### src/rtl/int_seq_pkg.sv
// Shared types and constants for the interrupt entry sequencer.
package int_seq_pkg;

    localparam int PC_W           = 32;
    localparam int DATA_W         = 16;
    localparam int CCR_W          = 3;
    localparam int INT_PUSH_BEATS = 3;

    typedef enum logic [2:0] {
        IDLE     = 3'd0,
        DRAIN    = 3'd1,
        PUSH_HI  = 3'd2,
        PUSH_LO  = 3'd3,
        PUSH_CCR = 3'd4,
        VECTOR   = 3'd5
    } int_state_t;

endpackage

### src/rtl/int_edge_latch.sv
// Rising-edge detector for the external interrupt plus a one-deep pending latch.
// The pending request is dropped when the sequencer commits to DRAIN.
module int_edge_latch (
    input  logic clk,
    input  logic rst,
    input  logic interrupt_i,
    input  logic set_clr_i,
    output logic edge_o,
    output logic pending_o
);

    logic int_q;
    logic pending_q;

    assign edge_o    = interrupt_i & ~int_q;
    assign pending_o = pending_q;

    // Track the previous interrupt level and collapse any edges into one request.
    always_ff @(posedge clk or posedge rst) begin
        if (rst) begin
            int_q     <= 1'b0;
            pending_q <= 1'b0;
        end else begin
            int_q <= interrupt_i;
            if (set_clr_i) begin
                pending_q <= 1'b0;
            end else if (edge_o) begin
                pending_q <= 1'b1;
            end
        end
    end

endmodule

### src/rtl/int_sequencer.sv
// Interrupt entry sequencer: freeze fetch, drain the pipe, push PC hi/lo and CCR,
// then redirect fetch to the vector and mask until the decoder reports rti.
module int_sequencer #(
    parameter int          PC_W         = int_seq_pkg::PC_W,
    parameter int          DATA_W       = int_seq_pkg::DATA_W,
    parameter int          CCR_W        = int_seq_pkg::CCR_W,
    parameter int          DRAIN_CYCLES = 3,
    parameter logic [31:0] VECTOR_ADDR  = 32'h0000_0000
) (
    input  logic              clk,
    input  logic              rst,
    input  logic              interrupt,
    input  logic [PC_W-1:0]   pc_in,
    input  logic [CCR_W-1:0]  ccr_in,
    input  logic              pipe_busy,
    input  logic              rti_done,
    output logic              freeze,
    output logic              flush,
    output logic              stack_wr,
    output logic [DATA_W-1:0] stack_data,
    output logic              pc_load,
    output logic [PC_W-1:0]   pc_load_addr,
    output logic              int_ack,
    output logic              masked
);

    import int_seq_pkg::*;

    localparam int             CNT_W    = (DRAIN_CYCLES > 1) ? $clog2(DRAIN_CYCLES) : 1;
    localparam logic [CNT_W-1:0] CNT_INIT = CNT_W'(DRAIN_CYCLES - 1);

    int_state_t          state_q, state_d;
    logic [CNT_W-1:0]    cnt_q;
    logic [PC_W-1:0]     pc_save_q;
    logic [CCR_W-1:0]    ccr_save_q;
    logic                masked_q;
    logic                freeze_q, flush_q, stack_wr_q, pc_load_q, int_ack_q;
    logic [DATA_W-1:0]   stack_data_q;
    logic                int_edge, pending, enter_drain;

    int_edge_latch u_edge (
        .clk         (clk),
        .rst         (rst),
        .interrupt_i (interrupt),
        .set_clr_i   (enter_drain),
        .edge_o      (int_edge),
        .pending_o   (pending)
    );

    // Next-state selection; DRAIN may stretch while the pipe still has a multi-cycle op.
    always_comb begin
        state_d     = state_q;
        enter_drain = 1'b0;
        case (state_q)
            IDLE: begin
                if ((int_edge | pending) & ~masked_q) begin
                    state_d     = DRAIN;
                    enter_drain = 1'b1;
                end
            end
            DRAIN: begin
                if ((cnt_q == '0) && !pipe_busy) begin
                    state_d = PUSH_HI;
                end
            end
            PUSH_HI:  state_d = PUSH_LO;
            PUSH_LO:  state_d = PUSH_CCR;
            PUSH_CCR: state_d = VECTOR;
            VECTOR:   state_d = IDLE;
            default:  state_d = IDLE;
        endcase
    end

    // State, drain counter, save registers, mask and outputs registered from the next state.
    always_ff @(posedge clk or posedge rst) begin
        if (rst) begin
            state_q      <= IDLE;
            cnt_q        <= '0;
            pc_save_q    <= '0;
            ccr_save_q   <= '0;
            masked_q     <= 1'b0;
            freeze_q     <= 1'b0;
            flush_q      <= 1'b0;
            stack_wr_q   <= 1'b0;
            pc_load_q    <= 1'b0;
            int_ack_q    <= 1'b0;
            stack_data_q <= '0;
        end else begin
            state_q <= state_d;

            if (enter_drain) begin
                pc_save_q  <= pc_in;
                ccr_save_q <= ccr_in;
                cnt_q      <= CNT_INIT;
            end else if ((state_q == DRAIN) && (cnt_q != '0)) begin
                cnt_q <= cnt_q - 1'b1;
            end

            if (state_q == VECTOR) begin
                masked_q <= 1'b1;
            end else if (rti_done) begin
                masked_q <= 1'b0;
            end

            freeze_q   <= (state_d != IDLE);
            stack_wr_q <= (state_d == PUSH_HI) || (state_d == PUSH_LO) || (state_d == PUSH_CCR);
            flush_q    <= (state_d == VECTOR);
            pc_load_q  <= (state_d == VECTOR);
            int_ack_q  <= (state_d == VECTOR);

            case (state_d)
                PUSH_HI:  stack_data_q <= pc_save_q[2*DATA_W-1:DATA_W];
                PUSH_LO:  stack_data_q <= pc_save_q[DATA_W-1:0];
                PUSH_CCR: stack_data_q <= {{(DATA_W-CCR_W){1'b0}}, ccr_save_q};
                default:  stack_data_q <= '0;
            endcase
        end
    end

    assign freeze       = freeze_q;
    assign flush        = flush_q;
    assign stack_wr     = stack_wr_q;
    assign stack_data   = stack_data_q;
    assign pc_load      = pc_load_q;
    assign pc_load_addr = VECTOR_ADDR[PC_W-1:0];
    assign int_ack      = int_ack_q;
    assign masked       = masked_q;

endmodule

### config.mk
export PLATFORM = sky130hd
export DESIGN_NAME = int_sequencer
export DESIGN_NICKNAME = d
export VERILOG_FILES = /design/src/rtl/int_seq_pkg.sv /design/src/rtl/int_edge_latch.sv /design/src/rtl/int_sequencer.sv
export SDC_FILE = /design/constraint.sdc
export NUM_CORES = 1
export LEC_CHECK = 0
export ABC_AREA = 0
export CELL_PAD_IN_SITES_DETAIL_PLACEMENT = 1
export CELL_PAD_IN_SITES_GLOBAL_PLACEMENT = 1
export CORE_MARGIN = 2
export CORE_UTILIZATION = 36
export DETAILED_ROUTE_END_ITERATION = 16
export PLACE_DENSITY_LB_ADDON = 0.1
export SYNTH_ARGS = -nofsm -noshare
export SYNTH_HDL_FRONTEND = slang
export SYNTH_HIERARCHICAL = 1
export SYNTH_SLANG_ARGS = --single-unit
### constraint.sdc
create_clock -name clk -period 2.4 [get_ports clk]
set_input_delay 0.72 -clock clk [delete_from_list [all_inputs] [get_ports clk]]
set_output_delay 0.72 -clock clk [all_outputs]
set_load 0.02 [all_outputs]
After elaboration in Yosys (flattened, before gate mapping) --
Cells that the tools add are included.
Storage, ports and cells: input port bits 40, register bits 62
Cells by class: equality and inequality tests 9, add/sub/neg operators 1, mux-type cells 12, bitwise logic cells 5, reductions and logical operators 12
Operators by type and width (count):
- 16-bit case mux with 3 select lines | 1
- 3-bit case mux with 5 select lines | 1
- 3-bit by 2-bit == test with 1-bit output, second input constant | 4
- 3-bit == test, second input constant | 4
- 2-bit nonzero test | 4
- 1-bit two-way mux | 6
- 3-bit two-way mux | 2
- 2-bit two-way mux | 2
- 3-bit by 1-bit == test with 1-bit output, second input constant | 1
- 3-bit zero test | 1
- 3-bit nonzero test | 1
- 1-bit bitwise AND | 2
- 1-bit logical AND | 2
- 2-bit zero test | 1
- 1-bit logical OR | 2
- 1-bit NOT | 2
- 2-bit by 1-bit subtractor with 2-bit output, second input constant | 1
- 1-bit zero test | 1
- 1-bit OR | 1

Logic depth before layout (Yosys ltp) --
depth in word-level cells 9, mapped depth 6

By module --
Netlist, hierarchy kept.
By module, submodules not included:
- int_sequencer | cells an instance 186, area each 2710.1 µm², instances 1, seq. area each 1501.4 µm²
- int_edge_latch | cells an instance 5, area each 77.6 µm², instances 1, seq. area each 50.0 µm²

Least setup slack after synthesis --
No wires, ideal clock.
path type input-to-reg, start point input port interrupt, end point register pc_save_q[10], required time 2.275 ns, stages on the path 5, arrival 1.604 ns, slack 0.671 ns, buffers on the path 1, setup time 0.125 ns, cell sequence nor2b_4 -> o21ai_2 -> inv_6 -> buf_12 -> mux2_4
Between the ends: word-level cells in the longest chain between the ends 5
Ends and longest elaborated chain:
- start: declaration | line int_sequencer.sv:12 | input logic interrupt,
- 1-bit bitwise AND | line int_edge_latch.sv:15 | assign edge_o = interrupt_i & ~int_q;
- 1-bit OR | line int_sequencer.sv:56 | if ((int_edge | pending) & ~masked_q) begin
- 1-bit bitwise AND | line int_sequencer.sv:56
- 1-bit two-way mux | line int_sequencer.sv:56
- 1-bit two-way mux | line int_sequencer.sv:54 | case (state_q)
- end signal: assignment | line int_sequencer.sv:92 | pc_save_q <= pc_in;
- end: declaration | line int_sequencer.sv:34 | logic [PC_W-1:0] pc_save_q;
Every way passes these cells. A chain may end at the register's enable or synchronous reset.

Final worst setup path --
start point register masked_q (netlist: masked), end point output port masked
RTL lines:
- start: declaration | line int_sequencer.sv:36 | logic masked_q;
- start signal: assignment | line int_sequencer.sv:81 | masked_q <= 1'b0;
- start signal: assignment | line int_sequencer.sv:100 | masked_q <= 1'b1;
- start signal: assignment | line int_sequencer.sv:102 | masked_q <= 1'b0;
- end: declaration | line int_sequencer.sv:24 | output logic masked
No word-level cell between the ends.

==> impl_results.md <==
* Clock slew seen by the registers of the worst setup and hold paths at 0.07 ns
* Synth area leader: dfrtp_1
* Initial antenna violation count at 0
* Yosys Warn Count at 6
* Yosys reg bits at 62
* Buf+Inv Stages, Crit Path at 1
* CTS Sinks at 62
* Largest stage delay, worst path at a little over 0.6 ns
* Clock root buffer: clkbuf_8
* Pwr/cell area at roughly 1300 nW/um2
* Final setup TNS at 0 ns
* Layout fillers at roughly 760
* Post-synthesis mux area share at 0.190
* Total grt overflow at 0
* Main area contributors after synthesis: dfrtp_1 (56%), mux2_4 (15%), buf_4 (9.4%)
* DR vias/cell at approximately 4.2
* Die X-Extent at just over 90 um
* CP Capture Type: output port
* Worst r2r path cells at 5
* IO Port Bufs at between 60 and 70
* Clk_lat worst skew at roughly 0.33 ns
* Post-Syn Area at 2790 um2
* Unique masters post-synth at 32
* Max VDD drop at 472 uV
* Final worst path period share at 0.854
* CP arrival at 1.33 ns
* Hold depth at 1
* GR Layer Usage met3 at 0.0329
* Initial DRC count at 15
* Post-CTS Resized at 0
* Gpl congestion at around 0.7
* Setup CP Type: register to output port
* CTS H-Tree Depth at 3
* Vert. Die Dim at approximately 92 um
* Post-layout nets at approximately 300
* Largest family of logic cells by synthesized area: multiplexers
* Xor/xnor share of the synthesized area at 0.00628
* Register area share after synthesis at 0.557
* Hold_ws at just under 0.5 ns
* CTS tree: yes
* Pre-antenna DRT Iters at 3
* Mapped Cells at approximately 190
* Startpoint Class: register
* First-pass GRT wire length at ~8500 um
* FP Rows at 32
* Complex-gate fraction of the synthesized area at 0.0723
* Core Area at roughly 7600 um2
* Synth Area in Simple Gates at 0.0386
* Maximum clock insertion buffer count at 2
* Met1 Use GR at 0.180
* FFs w/ async S/R, synth at 1.00
* Clock Skews at between 0.007 and 0.008 ns
* Diodes inserted at 0
* WP depth at 1
* Routed vias at ~1600
* Worst hold path class: register to register
* CP top delay family: buffers and inverters
* Average wire per standard cell at between 10 and 15 um
* Hold Vio Cnt, Final at 0
* Global-route layer with the greatest usage: met2
* Minimum clock period at 2.05 ns
* Post-synth EDFFs at 0
* Largest net degree at the start of global routing at 61
* Worst Path Required at 1.68 ns
* CP max-delay cell: clkdlybuf4s50_1
* I/O pin total at 94
* Routed WL at between 5000 and 6000 um
* Maximum fanout along the worst path at 3
* Post-synthesis adder-cell area fraction at 0.00449
* Top_reg_cell synth: dfrtp_1
* P&R area growth vs syn at 30.2%
* Gr usage total at 0.135
* TritonCTS buffer count at 9
* Fmax at between 400 and 500 MHz
* Hpwl dp at approximately 3700 um
* Syn_area_per_cell at ~15 um2
* Starting Density at 0.366
* DRC errors left at 0
* Yosys top cell area share at 0.557
* Vias in the first global route at 1630
* Hold_buf cts at 0
* Leakage at 0.00168 uW
* Max-cap check violation count at 0
* Setup Buffers After CTS at 0
* Fraction of layout cells with a size suffix above 1 at 0.243
* Slew Limit Fails at 0
* Outcome: completed
* RSZ-0062 raised after global routing: no
* Power, Total at around 4800 uW
* Die area at approximately 8500 um2
* Cell Chain, Critical Path: clkdlybuf4s50_1
* Antenna viol nets, final at 0
* Met2 Use GR at 0.204
* Setup Viol. Count Final at 0
## final cells by class
class | count | area (um2) | area share
clock buffer | 12 | 145 | 0.0400
tap | 102 | 128 | 0.0352
inverter | 7 | 31.3 | 0.00862
sequential | 62 | 1550 | 0.427
clock inverter | 4 | 70.1 | 0.0193
timing repair buffer | 70 | 716 | 0.197
multi-input combinational | 113 | 988 | 0.272
## routing by layer
layer,vias up,wire length [um]
met5,-,0
met4,0,116
met3,9,226
li1,734,-
met1,779,2400
met2,49,2520
## synth_stat cells (2+ instances only)
cell / number
a22o_1: 13
buf_12: 3
buf_2: 2
buf_4: 35
dfrtp_1: 62
inv_1: 6
mux2_2: 7
mux2_4: 28
mux2i_1: 3
nand2_1: 2
nand2b_1: 3
nor2_1: 3
nor2b_1: 2
o2bb2ai_1: 3
xnor2_1: 2
## worst paths after layout
| kind | slack [ns] | end | from |
|---|---|---|---|
| hold / removal | 0.49 | stack_data[10] | pc_save_q[26] |
| max in group asynchronous | 1.32 | pc_save_q[29] | rst |
| hold reg to reg | 0.49 | stack_data[10] | pc_save_q[26] |
| min in group asynchronous | 0.59 | u_edge/pending_o | rst |
| setup / recovery | 0.35 | masked | masked |
| setup reg to reg | 0.66 | pc_save_q[31] | state_q[1] |
## stage by stage
stage                     setup WS [ns]  std cells   util  area (um2)
after global placement            0.165        354  0.449        3410
final                             0.351        370  0.477        3630
after detailed placement          0.143        354  0.449        3410
after global routing              0.297        370  0.477        3630
after CTS                         0.321        370  0.477        3630
after floorplan                   0.195        222      -        2900
## cells by family after synthesis
family,Yosys count
DFF,62
buffers and inverters,47
muxes,38
AOI/OAI and AO/OA,24
and+or+nand+nor,16
xor gates and xnor gates,2
adders and majority gates,1
other,1
## power breakdown
part / switching [uW] / leakage [uW] / total [uW] / internal [uW]
logic: 852 / 0.000802 / 2080 / 1230
registers: 256 / 0.000768 / 1770 / 1520
clock network: 383 / 0.000110 / 994 / 611
## registers in the layout (all words and copies together), names as in the netlist
name / cells
u_edge/pending_o: 1
int_ack: 1
cnt_q: 2
stack_data: 16
u_edge/int_q: 1
freeze: 1
stack_wr: 1
pc_save_q: 32
masked: 1
ccr_save_q: 3
state_q: 3
## cells in the final DEF (no fill, tap or decap), types with 2 or more instances in the layout
cell,count
mux2_2,7
clkdlybuf4s50_1,61
dfrtp_1,62
conb_1,32
xnor2_1,2
inv_1,5
buf_12,3
nand2b_1,3
clkbuf_8,10
mux2i_1,3
nor2b_1,2
buf_4,6
nand2_1,2
mux2_4,28
nor2_1,3
o2bb2ai_1,3
bufinv_16,2
a22o_1,13
clkinv_2,2
clkbuf_1,2
No activity file was read; power rests on OpenSTA's default activity.
